===== src/rtl/imem_prefetch_queue.sv =====
// Instruction prefetch queue: issues sequential fetches to an in-order, variable-latency
// instruction memory and presents {pc, word} to IF. Optional macro: IMEM_PREFETCH_BYPASS_EN.
module imem_prefetch_queue #(
    parameter int unsigned DEPTH    = 4,
    parameter logic [31:0] RESET_PC = 32'h0
) (
    input  logic        clock,
    input  logic        reset,
    output logic        mem_req,
    output logic [31:0] mem_addr,
    input  logic        mem_gnt,
    input  logic        mem_rvalid,
    input  logic [31:0] mem_rdata,
    input  logic        redirect,
    input  logic [31:0] redirect_pc,
    output logic        inst_valid,
    input  logic        inst_ready,
    output logic [31:0] inst,
    output logic [31:0] inst_pc
);
    localparam int unsigned CW = $clog2(DEPTH) + 1;
    localparam int unsigned PW = $clog2(DEPTH);
    localparam logic [CW:0] DEPTH_OCC = (CW + 1)'(DEPTH);

    logic [31:0]   fetch_pc;
    logic [31:0]   resp_pc;
    logic [CW-1:0] inflight;
    logic [CW-1:0] stale;
    logic [CW-1:0] count;
    logic [PW-1:0] rd_ptr;
    logic [PW-1:0] wr_ptr;
    logic [31:0]   fifo_word [DEPTH];
    logic [31:0]   fifo_pc   [DEPTH];
    logic [31:0]   hold_inst;
    logic [31:0]   hold_pc;

    logic [CW:0]   occupancy;
    logic          req_acc;
    logic          resp;
    logic          resp_live;
    logic          byp_take;
    logic          fifo_valid;
    logic          pop;
    logic          push;
    logic [31:0]   redirect_aligned;

    // Both handshakes are valid/ready style: a transfer happens in a cycle where the
    // producer's valid (mem_req / inst_valid) and the consumer's ready (mem_gnt /
    // inst_ready) are both high; a raised mem_req keeps mem_addr stable until granted
    // unless redirect or reset withdraws it.
    assign occupancy        = {1'b0, count} + {1'b0, inflight};
    assign mem_req          = !reset && !redirect && (occupancy < DEPTH_OCC);
    assign mem_addr         = fetch_pc;
    assign req_acc          = mem_req && mem_gnt;
    assign resp             = mem_rvalid && (inflight != '0);
    assign resp_live        = resp && (stale == '0) && !redirect;
    assign fifo_valid       = (count != '0);
    assign redirect_aligned = {redirect_pc[31:2], 2'b00};

`ifdef IMEM_PREFETCH_BYPASS_EN
    assign byp_take = resp_live && !fifo_valid;
`else
    assign byp_take = 1'b0;
`endif

    assign inst_valid = fifo_valid || byp_take;
    assign pop        = fifo_valid && inst_ready && !redirect;
    // A bypassed word taken by IF in the same cycle never enters the FIFO.
    assign push       = resp_live && !(byp_take && inst_ready);

    // When empty, the head shows whatever IF saw last.
    always_comb begin
        inst    = hold_inst;
        inst_pc = hold_pc;
        if (fifo_valid) begin
            inst    = fifo_word[rd_ptr];
            inst_pc = fifo_pc[rd_ptr];
        end else if (byp_take) begin
            inst    = mem_rdata;
            inst_pc = resp_pc;
        end
    end

    always_ff @(posedge clock) begin
        if (push) begin
            fifo_word[wr_ptr] <= mem_rdata;
            fifo_pc[wr_ptr]   <= resp_pc;
        end
    end

    always_ff @(posedge clock) begin
        if (reset) begin
            fetch_pc  <= RESET_PC;
            resp_pc   <= RESET_PC;
            inflight  <= '0;
            stale     <= '0;
            count     <= '0;
            rd_ptr    <= '0;
            wr_ptr    <= '0;
            hold_inst <= '0;
            hold_pc   <= '0;
        end else begin
            if (inst_valid) begin
                hold_inst <= inst;
                hold_pc   <= inst_pc;
            end
            if (redirect) begin
                // Every request still outstanding after this cycle belongs to the old path.
                fetch_pc <= redirect_aligned;
                resp_pc  <= redirect_aligned;
                inflight <= inflight - CW'(resp);
                stale    <= inflight - CW'(resp);
                count    <= '0;
                rd_ptr   <= '0;
                wr_ptr   <= '0;
            end else begin
                if (req_acc) begin
                    fetch_pc <= fetch_pc + 32'd4;
                end
                inflight <= inflight + CW'(req_acc) - CW'(resp);
                if (resp && (stale != '0)) begin
                    stale <= stale - 1'b1;
                end
                if (resp_live) begin
                    resp_pc <= resp_pc + 32'd4;
                end
                if (push) begin
                    wr_ptr <= wr_ptr + 1'b1;
                end
                if (pop) begin
                    rd_ptr <= rd_ptr + 1'b1;
                end
                count <= count + CW'(push) - CW'(pop);
            end
        end
    end
endmodule


===== config.mk =====
export PLATFORM = sky130hd
export DESIGN_NAME = imem_prefetch_queue
export DESIGN_NICKNAME = d
export VERILOG_FILES = /design/src/rtl/imem_prefetch_queue.sv
export SDC_FILE = /design/constraint.sdc
export NUM_CORES = 1
export LEC_CHECK = 0
export ABC_AREA = 1
export ABC_CLOCK_PERIOD_IN_PS = 4600
export BUFFER_PORTS_ARGS = -buffer_cell sky130_fd_sc_hd__buf_2
export CAP_MARGIN = 0
export CORE_ASPECT_RATIO = 0.6
export CORE_MARGIN = 4
export CORE_UTILIZATION = 25
export DETAILED_ROUTE_END_ITERATION = 12
export GPL_ROUTABILITY_DRIVEN = 1
export GPL_TIMING_DRIVEN = 0
export SKIP_CTS_REPAIR_TIMING = 1
export SYNTH_ARGS = -nofsm -noshare
export SYNTH_HDL_FRONTEND = slang
export SYNTH_SLANG_ARGS = --single-unit

===== constraint.sdc =====
create_clock -name clock -period 4.6 [get_ports clock]
set_input_delay 0.92 -clock clock [delete_from_list [all_inputs] [get_ports clock]]
set_output_delay 0.92 -clock clock [all_outputs]
set_load 0.01 [all_outputs]

==> results.txt <==
status - finished, final reports clean
height of the die - 208 um
first-pass GRT wire length - 77800 um
clk_skew - 0.0157 ns
worst r2r src - stale[0]
critical path startpoint - count[1]
Synth Cell Area - 16700 sq um
Tmin final - 3.90 ns
total CTS buffers - 42
Core ar. - 66100 sq um
Placed Cells incl. Taps - 2845
Yosys Warn Count - 0
Port Buf Inserts - 163
Synth cell types - 36
placed cell area - 18800 sq um
f_max - 257 MHz
Mapped Avg Cell Area - 9.41 sq um
IO Pins - 168
hold_ws - 0.447 ns
final instance area - 20200 sq um
Final period util - 84.7%
Mapped Cells - 1773
Final #Nets - 2077
crit path max fanout - 10
number of fill cells - 6958
1st-iter DRT viols - 1187
drc violations - 0
final hold violation count - 0
leakage power total - 0.00766 uW
Routed wire per std cell - 17.7 um
Antenna diodes - 0
Worst Path Arrival - 2.98 ns
CTS root buffer - clkbuf_16
reg2reg path depth - 10
drt pass-1 iters - 5
fraction of layout cells with a size suffix above 1 - 15.4%
RSZ-0062 raised after global routing - no
Row Count - 73
sequential share of the synthesized area - 61.3%
antenna violations before repair - 13
die span in x - 342 um
H-tree levels - 2
Final Setup Violations - 0
commonest non-fill, non-tap cells in the layout - 419 x nand2_1, 292 x nor2_1, 248 x edfxtp_1
number of global-route vias before repair - 12292
Longest Clk Path Bufs - 3
post-route insts no fill - 2923
crit end category - output port
vias - 13508
GRT Residual Overflow - 0
clk sinks - 387
final wirelength - 51900 um
HP Class - flop to flop
maximum VDD drop - 0.000203 V
routability cong. - 0.884
Critical Path Sink - inst_pc[28]
max-cap viol count - 0
Layout area overhead - 21.3%
WS Path Type - flop to output port
antenna-violating nets left - 0
DP Wirelength - 36600 um
pwr/cell area - 421 nW/um^2
Vias per Instance - 4.62
area of the die - 71100 sq um
Clock Latency Late Sink - 0.56 ns
max-slew violations - 0
synthesized flop and latch total - 387
commonest non-fill, non-tap cell in the layout - nand2_1
required time worst endpoint - 3.68 ns
largest net degree at the start of global routing - 28
R2R Setup Slk - 1.59 ns
Worst Setup Start Kind - flop
Clock Pin Slew Worst Setup and Hold Paths - 0.06 ns
relative slew slack - 36.9%
initial core utilization - 25.2%
total chip power - 8510 uW
CTS tree - built
total track usage - 14.2%
reg2reg end - fifo_pc[0][25]
worst-margin pin slew - 0.946 ns
Yosys cell counts (all sizes together):
master  number  area (sq um)
edfxtp     248          7450
nor2       307          1200
inv        104           390
xor2         7          61.3
xnor2        4          35.0
ha          16           200
nor3         5          36.3
and2         2          12.5
nand3b       4          30.0
nand2      429          1650
o21ai      118           591
nand4        6          37.5
fa           2          40.0
or2          3          18.8
o21bai       6          45.0
a31oi       13          81.3
o32ai       62           543
a21oi      125           648
clkbuf      47           176
nand3       84           425
buf         38           213
o22ai        3          18.8
dfxtp      139          2780
conb         1          3.75
state kept, by name, indices dropped and copies added (netlist names), named ones only:
signal and count:
stale 3, resp_pc 30, mem_addr 30, hold_inst 32
rd_ptr 2, inflight 3, hold_pc 32, count 3
fifo_pc 120, fifo_word 128, wr_ptr 2
stage by stage:
| step | setup slack [ns] | utilization [%] | TNS, ns |
|---|---|---|---|
| floorplan | 0.00271 | - | 0 |
| global route | 0.398 | 30.6 | 0 |
| detailed placement | 1.09 | 28.5 | 0 |
| CTS | 0.604 | 30.6 | 0 |
| global placement | -2.83 | 28.2 | -669.05 |
| finish | 0.703 | 30.6 | 0 |
critical path, stage by stage, from the launching register on:
cell and delay (ns):
dfxtp_1 0.37, nor3_4 0.77, inv_2 0.26, buf_2 0.32, buf_1 0.27, nand2_1 0.18, nand2_1 0.10, buf_2 0.15
layout make-up:
type                    count  area, sq um  area share [%]
flip-flops and latches    387        10200            50.6
multi-input cells        1198         5710            28.2
clock buffers              64         1270            6.26
well taps                 900         1130            5.56
repair buffers            171          976            4.82
inverters                 104          390            1.93
plain buffers              85          389            1.92
clock inverters            14          146           0.723
power by group:
group          switching (uW)  leakage [uW]  internal (uW)
logic                     664       0.00358            336
registers                 150       0.00339           3910
clock network            1380      0.000697           2070
worst min-delay path by stage:
stage | slack [ns] | cells past startpoint | from | endpoint
after CTS | 0.45 | 2 | hold_pc[1] | hold_pc[1]
after global placement | 0.44 | 2 | hold_pc[1] | hold_pc[1]
after floorplan | 0.42 | 2 | hold_pc[0] | hold_pc[0]
after detailed placement | 0.44 | 2 | hold_pc[1] | hold_pc[1]
final | 0.45 | 2 | hold_pc[1] | hold_pc[1]
after global routing | 0.47 | 2 | hold_pc[0] | hold_pc[0]
layer usage:
metal	global-route usage [%]	wire length, um	vias up
li1	-	-	6490
met1	21.3	24800	6441
met2	20.2	21600	472
met3	4.11	4540	85
met4	2.56	763	20
met5	0	111	-
logic make-up (layout without fill, tap and decap cells):
group / count (synthesis) / in the layout / share of synthesized area (%)
and+or+nand+nor: 840 / 840 / 20.4
DFF: 387 / 387 / 61.3
xor gates and xnor gates: 11 / 11 / 0.577
AOI/OAI and AO/OA: 327 / 327 / 11.5
buffers and inverters: 189 / 438 / 4.67
adders and majority gates: 18 / 18 / 1.44
other: 1 / 2 / 0.0225
Power figures use the tool's default switching activity.
